## config.mk

```make
export PLATFORM = sky130hd
export DESIGN_NAME = multicycle_mem_bridge_flat
export DESIGN_NICKNAME = d
export VERILOG_FILES = /design/src/rtl/multicycle_mem_bridge_if.sv /design/src/rtl/multicycle_mem_bridge.sv /design/src/flat_wrapper.sv
export SDC_FILE = /design/constraint.sdc
export NUM_CORES = 1
export LEC_CHECK = 0
export CAP_MARGIN = 10
export CORE_MARGIN = 2
export CORE_UTILIZATION = 40
export DETAILED_ROUTE_END_ITERATION = 16
export PLACE_DENSITY = 0.77
export REMOVE_ABC_BUFFERS = 1
export SYNTH_ARGS = -nofsm -noshare
export SYNTH_HDL_FRONTEND = slang
export SYNTH_SLANG_ARGS = --single-unit
```

## constraint.sdc

```tcl
create_clock -name clock -period 1.9 [get_ports clock]
set_input_delay 0.19 -clock clock [delete_from_list [all_inputs] [get_ports clock]]
set_output_delay 0.19 -clock clock [all_outputs]
set_load 0.005 [all_outputs]
```

## src/rtl/multicycle_mem_bridge_if.sv

```systemverilog
// Interface: multicycle_mem_bridge_if
// Bundles the core-side request/response signals and the system-bus
// signals of the data-memory bridge.
//   master : the bridge itself (takes core requests, drives the bus)
//   slave  : the environment (ctlpath/datapath plus the bus slave)
// Core side : core_read_enable, core_write_enable, core_data_format,
//             core_address, core_write_data -> bridge;
//             core_read_data, core_done, core_fault, fault_cause <- bridge
// Bus side  : bus_address, bus_write_data, bus_byte_enable,
//             bus_read_enable, bus_write_enable <- bridge;
//             bus_ready, bus_read_data -> bridge
interface multicycle_mem_bridge_if #(
    parameter int ADDR_WIDTH = 32,
    parameter int DATA_WIDTH = 32
);
    logic                      core_read_enable;
    logic                      core_write_enable;
    logic [2:0]                core_data_format;
    logic [ADDR_WIDTH-1:0]     core_address;
    logic [DATA_WIDTH-1:0]     core_write_data;
    logic [DATA_WIDTH-1:0]     core_read_data;
    logic                      core_done;
    logic                      core_fault;
    logic [1:0]                fault_cause;

    logic [ADDR_WIDTH-1:0]     bus_address;
    logic [DATA_WIDTH-1:0]     bus_write_data;
    logic [DATA_WIDTH/8-1:0]   bus_byte_enable;
    logic                      bus_read_enable;
    logic                      bus_write_enable;
    logic                      bus_ready;
    logic [DATA_WIDTH-1:0]     bus_read_data;

    modport master (
        input  core_read_enable, core_write_enable, core_data_format,
               core_address, core_write_data,
        output core_read_data, core_done, core_fault, fault_cause,
        output bus_address, bus_write_data, bus_byte_enable,
               bus_read_enable, bus_write_enable,
        input  bus_ready, bus_read_data
    );

    modport slave (
        output core_read_enable, core_write_enable, core_data_format,
               core_address, core_write_data,
        input  core_read_data, core_done, core_fault, fault_cause,
        input  bus_address, bus_write_data, bus_byte_enable,
               bus_read_enable, bus_write_enable,
        output bus_ready, bus_read_data
    );
endinterface

```

## src/rtl/multicycle_mem_bridge.sv

```systemverilog
// Module: multicycle_mem_bridge
// Data-memory bridge between the multicycle core and the system bus.
// Steers byte lanes, sign/zero-extends loads, checks alignment and format,
// and waits on bus_ready with an optional timeout. Faults are reported to
// the ctlpath as a core_fault pulse alongside core_done plus a held cause.
// Ports:
//   clock  : system clock
//   reset  : synchronous, active-high
//   mem    : multicycle_mem_bridge_if.master (core request/response + bus)
// Parameters:
//   ADDR_WIDTH     : byte-address width
//   DATA_WIDTH     : bus/data width, 32 or 64
//   TIMEOUT_CYCLES : max ACCESS cycles without bus_ready, 0 disables
//
// state     | meaning
// ----------+----------------------------------------------------------
// ST_IDLE   | waiting for a read or write enable
// ST_ACCESS | bus strobe high, waiting for bus_ready or timeout
// ST_DONE   | core_done (and core_fault if failed) pulse, back to IDLE
module multicycle_mem_bridge #(
    parameter int ADDR_WIDTH     = 32,
    parameter int DATA_WIDTH     = 32,
    parameter int TIMEOUT_CYCLES = 255
) (
    input  logic                    clock,
    input  logic                    reset,
    multicycle_mem_bridge_if.master mem
);

    localparam int NB     = DATA_WIDTH / 8;
    localparam int LANE_W = $clog2(NB);
    // Counter only has to reach TIMEOUT_CYCLES-1.
    localparam int CNT_W  = (TIMEOUT_CYCLES > 2) ? $clog2(TIMEOUT_CYCLES) : 1;
    localparam logic [CNT_W-1:0] CNT_LAST =
        (TIMEOUT_CYCLES > 0) ? CNT_W'(TIMEOUT_CYCLES - 1) : '0;

    localparam logic [1:0] ST_IDLE   = 2'd0;
    localparam logic [1:0] ST_ACCESS = 2'd1;
    localparam logic [1:0] ST_DONE   = 2'd2;

    localparam logic [1:0] FC_NONE     = 2'b00;
    localparam logic [1:0] FC_MISALIGN = 2'b01;
    localparam logic [1:0] FC_TIMEOUT  = 2'b10;
    localparam logic [1:0] FC_ILLEGAL  = 2'b11;

    logic [1:0]            state;
    logic [CNT_W-1:0]      wait_cnt;
    logic                  req_write;
    logic [1:0]            req_size;
    logic                  req_unsigned;
    logic [LANE_W-1:0]     req_lane;

    logic [DATA_WIDTH-1:0] core_read_data_q;
    logic                  core_done_q;
    logic                  core_fault_q;
    logic [1:0]            fault_cause_q;
    logic [ADDR_WIDTH-1:0] bus_address_q;
    logic [DATA_WIDTH-1:0] bus_write_data_q;
    logic [NB-1:0]         bus_byte_enable_q;
    logic                  bus_read_enable_q;
    logic                  bus_write_enable_q;

    // ---------------------------------------------------------------
    // Request decode (evaluated on the live core inputs in IDLE)
    // ---------------------------------------------------------------
    logic                  req_any;
    logic [1:0]            size_in;
    logic [LANE_W-1:0]     lane_in;
    logic                  fmt_illegal;
    logic                  addr_misaligned;
    logic [7:0]            size_mask;
    logic [NB-1:0]         be_in;
    logic [DATA_WIDTH-1:0] wdata_rep;
    logic [ADDR_WIDTH-1:0] addr_aligned;

    always_comb begin
        req_any         = mem.core_read_enable | mem.core_write_enable;
        size_in         = mem.core_data_format[1:0];
        lane_in         = mem.core_address[LANE_W-1:0];
        addr_aligned    = {mem.core_address[ADDR_WIDTH-1:LANE_W], LANE_W'(0)};

        fmt_illegal     = (mem.core_read_enable & mem.core_write_enable)
                        | ((size_in == 2'd3) && (DATA_WIDTH < 64))
                        | (mem.core_write_enable & mem.core_data_format[2]);

        addr_misaligned = 1'b0;
        size_mask       = 8'h01;
        wdata_rep       = {NB{mem.core_write_data[7:0]}};
        case (size_in)
            2'd1: begin
                addr_misaligned = mem.core_address[0];
                size_mask       = 8'h03;
                wdata_rep       = {(NB/2){mem.core_write_data[15:0]}};
            end
            2'd2: begin
                addr_misaligned = |mem.core_address[1:0];
                size_mask       = 8'h0F;
                wdata_rep       = {(NB/4){mem.core_write_data[31:0]}};
            end
            2'd3: begin
                addr_misaligned = |mem.core_address[2:0];
                size_mask       = 8'hFF;
                wdata_rep       = mem.core_write_data;
            end
            default: begin
                addr_misaligned = 1'b0;
                size_mask       = 8'h01;
                wdata_rep       = {NB{mem.core_write_data[7:0]}};
            end
        endcase

        be_in = size_mask[NB-1:0] << lane_in;
    end

    // ---------------------------------------------------------------
    // Load extraction: shift the addressed lane down, then mask and
    // fill the upper bits with the sign bit (or zero for unsigned).
    // ---------------------------------------------------------------
    logic [DATA_WIDTH-1:0] rd_shifted;
    logic [DATA_WIDTH-1:0] rd_mask;
    logic                  rd_sign;
    logic [DATA_WIDTH-1:0] load_ext;

    always_comb begin
        rd_shifted = mem.bus_read_data >> {req_lane, 3'b000};
        case (req_size)
            2'd0: begin
                rd_mask = DATA_WIDTH'(8'hFF);
                rd_sign = rd_shifted[7];
            end
            2'd1: begin
                rd_mask = DATA_WIDTH'(16'hFFFF);
                rd_sign = rd_shifted[15];
            end
            2'd2: begin
                rd_mask = DATA_WIDTH'(32'hFFFF_FFFF);
                rd_sign = rd_shifted[31];
            end
            default: begin
                rd_mask = '1;
                rd_sign = 1'b0;
            end
        endcase
        load_ext = (rd_shifted & rd_mask)
                 | ({DATA_WIDTH{rd_sign & ~req_unsigned}} & ~rd_mask);
    end

    // ---------------------------------------------------------------
    // FSM and output registers
    // ---------------------------------------------------------------
    always_ff @(posedge clock) begin
        if (reset) begin
            state              <= ST_IDLE;
            wait_cnt           <= '0;
            req_write          <= 1'b0;
            req_size           <= 2'd0;
            req_unsigned       <= 1'b0;
            req_lane           <= '0;
            core_read_data_q   <= '0;
            core_done_q        <= 1'b0;
            core_fault_q       <= 1'b0;
            fault_cause_q      <= FC_NONE;
            bus_address_q      <= '0;
            bus_write_data_q   <= '0;
            bus_byte_enable_q  <= '0;
            bus_read_enable_q  <= 1'b0;
            bus_write_enable_q <= 1'b0;
        end else begin
            core_done_q  <= 1'b0;
            core_fault_q <= 1'b0;
            case (state)
                ST_IDLE: begin
                    if (req_any) begin
                        req_write    <= mem.core_write_enable;
                        req_size     <= size_in;
                        req_unsigned <= mem.core_data_format[2];
                        req_lane     <= lane_in;
                        wait_cnt     <= '0;
                        if (fmt_illegal) begin
                            state         <= ST_DONE;
                            core_done_q   <= 1'b1;
                            core_fault_q  <= 1'b1;
                            fault_cause_q <= FC_ILLEGAL;
                        end else if (addr_misaligned) begin
                            state         <= ST_DONE;
                            core_done_q   <= 1'b1;
                            core_fault_q  <= 1'b1;
                            fault_cause_q <= FC_MISALIGN;
                        end else begin
                            state              <= ST_ACCESS;
                            fault_cause_q      <= FC_NONE;
                            bus_address_q      <= addr_aligned;
                            bus_write_data_q   <= wdata_rep;
                            bus_byte_enable_q  <= be_in;
                            bus_read_enable_q  <= mem.core_read_enable;
                            bus_write_enable_q <= mem.core_write_enable;
                        end
                    end
                end
                ST_ACCESS: begin
                    // bus_ready wins over a timeout in the same cycle.
                    if (mem.bus_ready) begin
                        state              <= ST_DONE;
                        core_done_q        <= 1'b1;
                        bus_read_enable_q  <= 1'b0;
                        bus_write_enable_q <= 1'b0;
                        if (!req_write) begin
                            core_read_data_q <= load_ext;
                        end
                    end else if ((TIMEOUT_CYCLES != 0) && (wait_cnt == CNT_LAST)) begin
                        state              <= ST_DONE;
                        core_done_q        <= 1'b1;
                        core_fault_q       <= 1'b1;
                        fault_cause_q      <= FC_TIMEOUT;
                        bus_read_enable_q  <= 1'b0;
                        bus_write_enable_q <= 1'b0;
                    end else begin
                        wait_cnt <= wait_cnt + 1'b1;
                    end
                end
                ST_DONE: begin
                    state <= ST_IDLE;
                end
                default: begin
                    state <= ST_IDLE;
                end
            endcase
        end
    end

    assign mem.core_read_data   = core_read_data_q;
    assign mem.core_done        = core_done_q;
    assign mem.core_fault       = core_fault_q;
    assign mem.fault_cause      = fault_cause_q;
    assign mem.bus_address      = bus_address_q;
    assign mem.bus_write_data   = bus_write_data_q;
    assign mem.bus_byte_enable  = bus_byte_enable_q;
    assign mem.bus_read_enable  = bus_read_enable_q;
    assign mem.bus_write_enable = bus_write_enable_q;

endmodule

```

## src/flat_wrapper.sv

```systemverilog
// flat-port wrapper written by rule: the top's interface ports become plain ports
module multicycle_mem_bridge_flat 
#(
    parameter int ADDR_WIDTH     = 32,
    parameter int DATA_WIDTH     = 32,
    parameter int TIMEOUT_CYCLES = 255
)
  (clock, reset, mem_core_read_enable, mem_core_write_enable, mem_core_data_format, mem_core_address, mem_core_write_data, mem_core_read_data, mem_core_done, mem_core_fault, mem_fault_cause, mem_bus_address, mem_bus_write_data, mem_bus_byte_enable, mem_bus_read_enable, mem_bus_write_enable, mem_bus_ready, mem_bus_read_data);
  multicycle_mem_bridge_if #(.ADDR_WIDTH(ADDR_WIDTH), .DATA_WIDTH(DATA_WIDTH)) mem_i ();
  input  logic clock;
  input  logic reset;
  input wire logic [$bits(mem_i.core_read_enable)-1:0] mem_core_read_enable;
  input wire logic [$bits(mem_i.core_write_enable)-1:0] mem_core_write_enable;
  input wire logic [$bits(mem_i.core_data_format)-1:0] mem_core_data_format;
  input wire logic [$bits(mem_i.core_address)-1:0] mem_core_address;
  input wire logic [$bits(mem_i.core_write_data)-1:0] mem_core_write_data;
  output wire logic [$bits(mem_i.core_read_data)-1:0] mem_core_read_data;
  output wire logic [$bits(mem_i.core_done)-1:0] mem_core_done;
  output wire logic [$bits(mem_i.core_fault)-1:0] mem_core_fault;
  output wire logic [$bits(mem_i.fault_cause)-1:0] mem_fault_cause;
  output wire logic [$bits(mem_i.bus_address)-1:0] mem_bus_address;
  output wire logic [$bits(mem_i.bus_write_data)-1:0] mem_bus_write_data;
  output wire logic [$bits(mem_i.bus_byte_enable)-1:0] mem_bus_byte_enable;
  output wire logic [$bits(mem_i.bus_read_enable)-1:0] mem_bus_read_enable;
  output wire logic [$bits(mem_i.bus_write_enable)-1:0] mem_bus_write_enable;
  input wire logic [$bits(mem_i.bus_ready)-1:0] mem_bus_ready;
  input wire logic [$bits(mem_i.bus_read_data)-1:0] mem_bus_read_data;
  assign mem_i.core_read_enable = mem_core_read_enable;
  assign mem_i.core_write_enable = mem_core_write_enable;
  assign mem_i.core_data_format = mem_core_data_format;
  assign mem_i.core_address = mem_core_address;
  assign mem_i.core_write_data = mem_core_write_data;
  assign mem_core_read_data = mem_i.core_read_data;
  assign mem_core_done = mem_i.core_done;
  assign mem_core_fault = mem_i.core_fault;
  assign mem_fault_cause = mem_i.fault_cause;
  assign mem_bus_address = mem_i.bus_address;
  assign mem_bus_write_data = mem_i.bus_write_data;
  assign mem_bus_byte_enable = mem_i.bus_byte_enable;
  assign mem_bus_read_enable = mem_i.bus_read_enable;
  assign mem_bus_write_enable = mem_i.bus_write_enable;
  assign mem_i.bus_ready = mem_bus_ready;
  assign mem_i.bus_read_data = mem_bus_read_data;
  multicycle_mem_bridge #(.ADDR_WIDTH(ADDR_WIDTH), .DATA_WIDTH(DATA_WIDTH), .TIMEOUT_CYCLES(TIMEOUT_CYCLES)) u_core (.clock(clock), .reset(reset), .mem(mem_i));
endmodule
```

==> results of run 1 <==
-- worst min-delay path by stage --
stage | start | endpoint | depth (start not counted)
after floorplan | reset | u_core.mem.bus_address[10] | 1
after CTS | reset | u_core.mem.fault_cause[0] | 2
after detailed placement | u_core.mem.core_read_data[7] | u_core.mem.core_read_data[7] | 2
after global placement | u_core.mem.core_read_data[7] | u_core.mem.core_read_data[7] | 2
final | reset | u_core.mem.bus_write_data[0] | 2
after global routing | reset | u_core.mem.bus_write_data[0] | 2
-- power by group --
group / internal, mW / switching, mW
Sequential: 2.65 / 0.0849
Clock: 2.24 / 1.10
Combinational: 0.698 / 0.661
-- through the flow --
stage	hold WS, ns	worst slack (ns)	cell area (um^2)
final	0.1430	0.1242	8552
after global routing	0.1463	0.02279	8552
after CTS	0.1152	0.1234	8546
after detailed placement	0.4456	-0.1723	7935
after global placement	0.4440	-0.1153	7935
after floorplan	0.2591	-1.167	5210
-- layout by cell type (no fill, tap or decap), types with 11 or more instances in the layout --
master           instances
clkdlybuf4s50_1        206
dfxtp_1                120
a21oi_1                 80
nand2_1                 72
o21ai_0                 71
nand3_1                 45
nor2_1                  35
buf_4                   34
mux2i_1                 33
a211oi_1                24
clkbuf_16               17
o211ai_1                11
-- metal layers --
metal,global-route usage (%),up-vias,wire length [um]
li1,-,2772,-
met1,27.61,2769,7218
met2,41.78,252,8865
met3,9.352,25,1727
met4,10.47,0,332
met5,0,-,0
-- registers in the layout, indices dropped and copies added, names as in the netlist --
register,flops
u_core.mem.bus_read_enable,1
u_core.req_write,1
u_core.mem.bus_byte_enable,4
u_core.mem.bus_address,30
u_core.mem.bus_write_enable,1
u_core.mem.bus_write_data,32
u_core.mem.fault_cause,2
u_core.state,2
u_core.mem.core_done,1
u_core.req_size,2
u_core.mem.core_fault,1
u_core.req_unsigned,1
u_core.wait_cnt,8
u_core.mem.core_read_data,32
u_core.req_lane,2
-- cell type report --
type	instances	area, um^2
Clock inverter	10	150.1
Inverter	4	15.01
Fill cell	1059	4743
Sequential cell	120	2402
Clock buffer	21	460.4
Timing Repair Buffer	248	2477
Multi-Input combinational cell	465	2826
Tap cell	176	220.2
-- cells by family (layout without fill, tap and decap cells) --
kind of cell	Yosys count	count (layout)
AND/OR/NAND/NOR	187	187
adder cells (fa/ha/maj)	2	2
multiplexers	43	43
XOR/XNOR	4	4
other	1	2
buffers and inverters	63	283
AO/OA/AOI/OAI	227	227
flip-flops	120	120
-- repair_timing --
| action | 4_1_cts | 5_1_grt |
|---|---|---|
| endpoints found under the setup margin | 0 | 8 |
| hold buffers | 0 | 0 |
| endpoints found under the hold margin | 0 | 0 |
| gates resized for setup | 0 | 1 |
==> metrics.txt, run 1 <==
status=finished, final reports clean; P_leak=3.015 nW; clock root buffer=clkbuf_16; Max Buffers Root-to-Sink=2; Iteration-0 DRC Markers=521; Final Cycle Share=93.47%; CP top delay family=compound AO/OA/AOI/OAI gates; layout cells sized above 1=11.18%; post-synthesis mux area share=8.104%; core area=13300 um^2; Max Fclk=563.1 MHz; Crit path required time=2.18 ns; RSZ-0062 raised after global routing=no; Tot GR Track Use=24.66%; total power density per cell area=869.3 nW/um^2; clock-pin slew on the worst setup and hold paths=0.05 ns; r2r startpoint=u_core.req_lane[0]; Slew headroom=60.01%; WL final=18.14 mm; initial antenna violation count=0; Ys Warns=0; Nets=962; Synth Register Bits=120; port bufs=207; num rows=42; Worst Path Buf+Inv=1; asr flop ratio synth=0%; Tightest Pin Transition=0.5958 ns; Horiz. Die Dim=120.9 um; Die Area=14610 um^2; Power Total=7.434 mW; Post-Synth XOR/XNOR Area=0.6410%; total number of vias=5818; Max Fanout on Critical Path=16; # diodes=0; Setup crit end kind=flop; worst reg2reg setup slack=0.12 ns; vias in the first global route=5727; Yosys cell types=50; R2R depth=5; post-synthesis compound-gate area fraction=25.66%; Worst IR Drop VDD=0.5504 mV; non-filler cells, final=1044; Crit Path Class=flop to flop; CTS Buf Count=17; Starting Density=41.11%; count of final hold-check violations=0; Critical Path Sink=u_core.mem.core_read_data[19]; fin crit period=1.776 ns; area share of the leading cell type in the synthesized netlist=43.96%; EDFF count, synth=0; Post-synth top cells=dfxtp_1, a21oi_1, nand2_1, o21ai_0, nand3_1; hold crit path type=input pin to flop; critical-path cell with the highest stage delay=dfxtp_1; IO Count=210; largest family of logic cells by synthesized area=compound AO/OA/AOI/OAI gates; largest net degree at the start of global routing=57; total grt overflow=0; post-layout util=64.32%; largest area contributor in the netlist=dfxtp_1; Post-Synth Adder-Cell Area=0.4579%; Cells after DPL=1013; # DRC=0; max cap viols=0; clock skew=0.004109 ns; CTS sink cnt=120; CP Launch Point=u_core.req_lane[0]; CP max stage delay=0.42 ns; Critical Path AT=2.06 ns; Clock Latency Late Sink=0.41 ns; setup repair bufs after CTS=0; mapped cell area=5465 um^2; Setup Viol. Count Final=0; Final TNS setup=0 ns; first-pass GRT wire length=28.53 mm; critical path depth in cells=5; ANT nets after route=0; syn_area_per_cell=8.447 um^2; simple-gate portion of the synthesized area=16.09%; reg-to-reg critical path endpoint=u_core.mem.core_read_data[19]; Max Slew Vio Count=0; post-DP HPWL=12.61 mm; Area growth syn-to-layout=56.48%; crit-path cells=mux2_2 -> a32o_1 -> a311oi_4 -> buf_12 -> a211oi_1; post-synthesis cell count=647; synth top area cells=dfxtp_1, a21oi_1, o21ai_0; CTS tree=yes; kind of start point of the critical path=flop; WL per Instance=17.38 um; most common cell in the netlist=dfxtp_1; First-pass DRT Iterations=6; routability cong.=0.8459; H-tree depth=4; Top FF cell, synth=dfxtp_1; sequential share of the synthesized area=43.96%; vias per cell=5.573; Die H=120.9 um
Note: power is estimated with default switching activity, not from simulation.
==> run 2: changes to the inputs <==
--- a/config.mk
+++ b/config.mk
@@ -9,6 +9,7 @@
 export CORE_MARGIN = 2
 export CORE_UTILIZATION = 40
 export DETAILED_ROUTE_END_ITERATION = 16
+export MAX_ROUTING_LAYER = met4
 export PLACE_DENSITY = 0.77
 export REMOVE_ABC_BUFFERS = 1
 export SYNTH_ARGS = -nofsm -noshare
==> metrics.txt, run 2 (synthesis gave the netlist of run 1 again) <==
Max Fanout on Critical Path=16 (unchanged); Starting Density=41.11% (unchanged); fin crit period=1.773 ns (was 1.776 ns); CTS sink cnt=120 (unchanged); # diodes=0 (unchanged); clock skew=0.005327 ns (was 0.004109 ns); RSZ-0062 raised after global routing=no (unchanged); Crit path required time=2.18 ns (about the same); vias in the first global route=5745 (was 5727); status=finished, final reports clean (unchanged); initial antenna violation count=0 (unchanged); Nets=962 (unchanged); r2r startpoint=u_core.req_lane[0] (unchanged); Post-Layout Inst Area=8552 um^2 (unchanged); Tightest Pin Transition=0.5895 ns (was 0.5958 ns); CTS tree=yes (unchanged); hold crit path type=input pin to flop (unchanged); Power Total=7.438 mW (was 7.434 mW); pre-CTS WS=-0.1723 ns (unchanged); port bufs=207 (unchanged); total number of vias=5836 (was 5818); Iteration-0 DRC Markers=473 (was 521); Final TNS setup=0 ns (unchanged); Worst IR Drop VDD=0.5492 mV (was 0.5504 mV); WHS=0.1475 ns (was 0.1430 ns); Cells after DPL=1013 (unchanged); non-filler cells, final=1044 (unchanged); crit path setup slack, layout=0.1272 ns (was 0.1242 ns); core area=13300 um^2 (unchanged); most common library cell in the layout ignoring fill and taps=clkdlybuf4s50_1 (unchanged); vias per cell=5.590 (was 5.573); CTS Buf Count=17 (unchanged); num rows=42 (unchanged); Die Area=14610 um^2 (unchanged); clock-pin slew on the worst setup and hold paths=0.05 ns (about the same); Setup Viol. Count Final=0 (unchanged); # DRC=0 (unchanged); max cap viols=0 (unchanged); Crit Path Class=flop to flop (unchanged); layout cells sized above 1=11.18% (unchanged); Horiz. Die Dim=120.9 um (unchanged); total grt overflow=0 (unchanged); Clock Latency Late Sink=0.41 ns (about the same); Die H=120.9 um (unchanged); Max Slew Vio Count=0 (unchanged); min-delay src=reset (unchanged); WL per Instance=17.37 um (was 17.38 um); routability cong.=0.8592 (was 0.8459); ANT nets after route=0 (unchanged); most frequent cells in the layout=clkdlybuf4s50_1, dfxtp_1, a21oi_1 (unchanged); total power density per cell area=869.7 nW/um^2 (was 869.3 nW/um^2); Final Cycle Share=93.30% (was 93.47%); WL final=18.14 mm (about the same); Slew headroom=60.44% (was 60.01%); Tot GR Track Use=25.36% (was 24.66%); Max Fclk=564.1 MHz (was 563.1 MHz); post-DP HPWL=12.61 mm (unchanged); First-pass DRT Iterations=5 (was 6); CP Launch Point=u_core.req_lane[0] (unchanged); Setup crit end kind=flop (unchanged); post-layout util=64.32% (unchanged); Cell Area, Placed=7935 um^2 (unchanged); H-tree depth=4 (unchanged); first-pass GRT wire length=28.48 mm (was 28.53 mm); clock root buffer=clkbuf_16 (unchanged); Critical Path AT=2.05 ns (was 2.06 ns); kind of start point of the critical path=flop (unchanged); count of final hold-check violations=0 (unchanged); hold buffers post-CTS=0 (unchanged); Area growth syn-to-layout=56.48% (unchanged); largest net degree at the start of global routing=57 (unchanged); Max Buffers Root-to-Sink=2 (unchanged); IO Count=210 (unchanged); P_leak=3.015 nW (unchanged)
## run 2: cell counts in the layout (fill, tap and decap cells not counted)
Identical to the previous run, type by type.
## run 2: area by class of cell
cell class,instances,area [um^2]
timing repair buffer,248,2477
fill,1059,4743
tap,176,220.2
inverter,4,15.01
clock inverter,10,150.1
sequential,120,2402
multi-input combinational,465,2826
clock buffer,21,460.4
## run 2: path summary, 6_finish.rpt
path / end / slack [ns] / cells after the start
setup / recovery: u_core.mem.core_read_data[19] / 0.13 / 5
hold / removal: u_core.mem.bus_write_data[0] / 0.15 / 2
setup reg to reg: u_core.mem.core_read_data[19] / 0.13 / 5
hold reg to reg: u_core.mem.core_read_data[7] / 0.45 / 2
## run 2: report_power, final
part	total (mW)	switching, mW	internal, mW
Clock	3.34	1.10	2.24
Combinational	1.36	0.661	0.698
Sequential	2.74	0.0847	2.65
Total	7.44	1.85	5.59
## run 2: critical path, cell delays in order, from the launching register on
cell	delay, ns
dfxtp_1	0.42
mux2_2	0.37
a32o_1	0.28
a311oi_4	0.31
buf_12	0.18
a211oi_1	0.08
## run 2: what timing repair did
item / CTS / global route
resized for setup: 0 / 1
setup buffers: 0 / 0
setup endpoints to repair: 0 / 8
## run 2: per-layer routing
layer,vias to the layer above,share of wire [%],GRT usage [%]
met1,2763,40,28.02
met3,33,9.4,8.553
met2,268,49,41.92
met4,0,2.2,10.47
met5,-,0,-
li1,2772,-,-
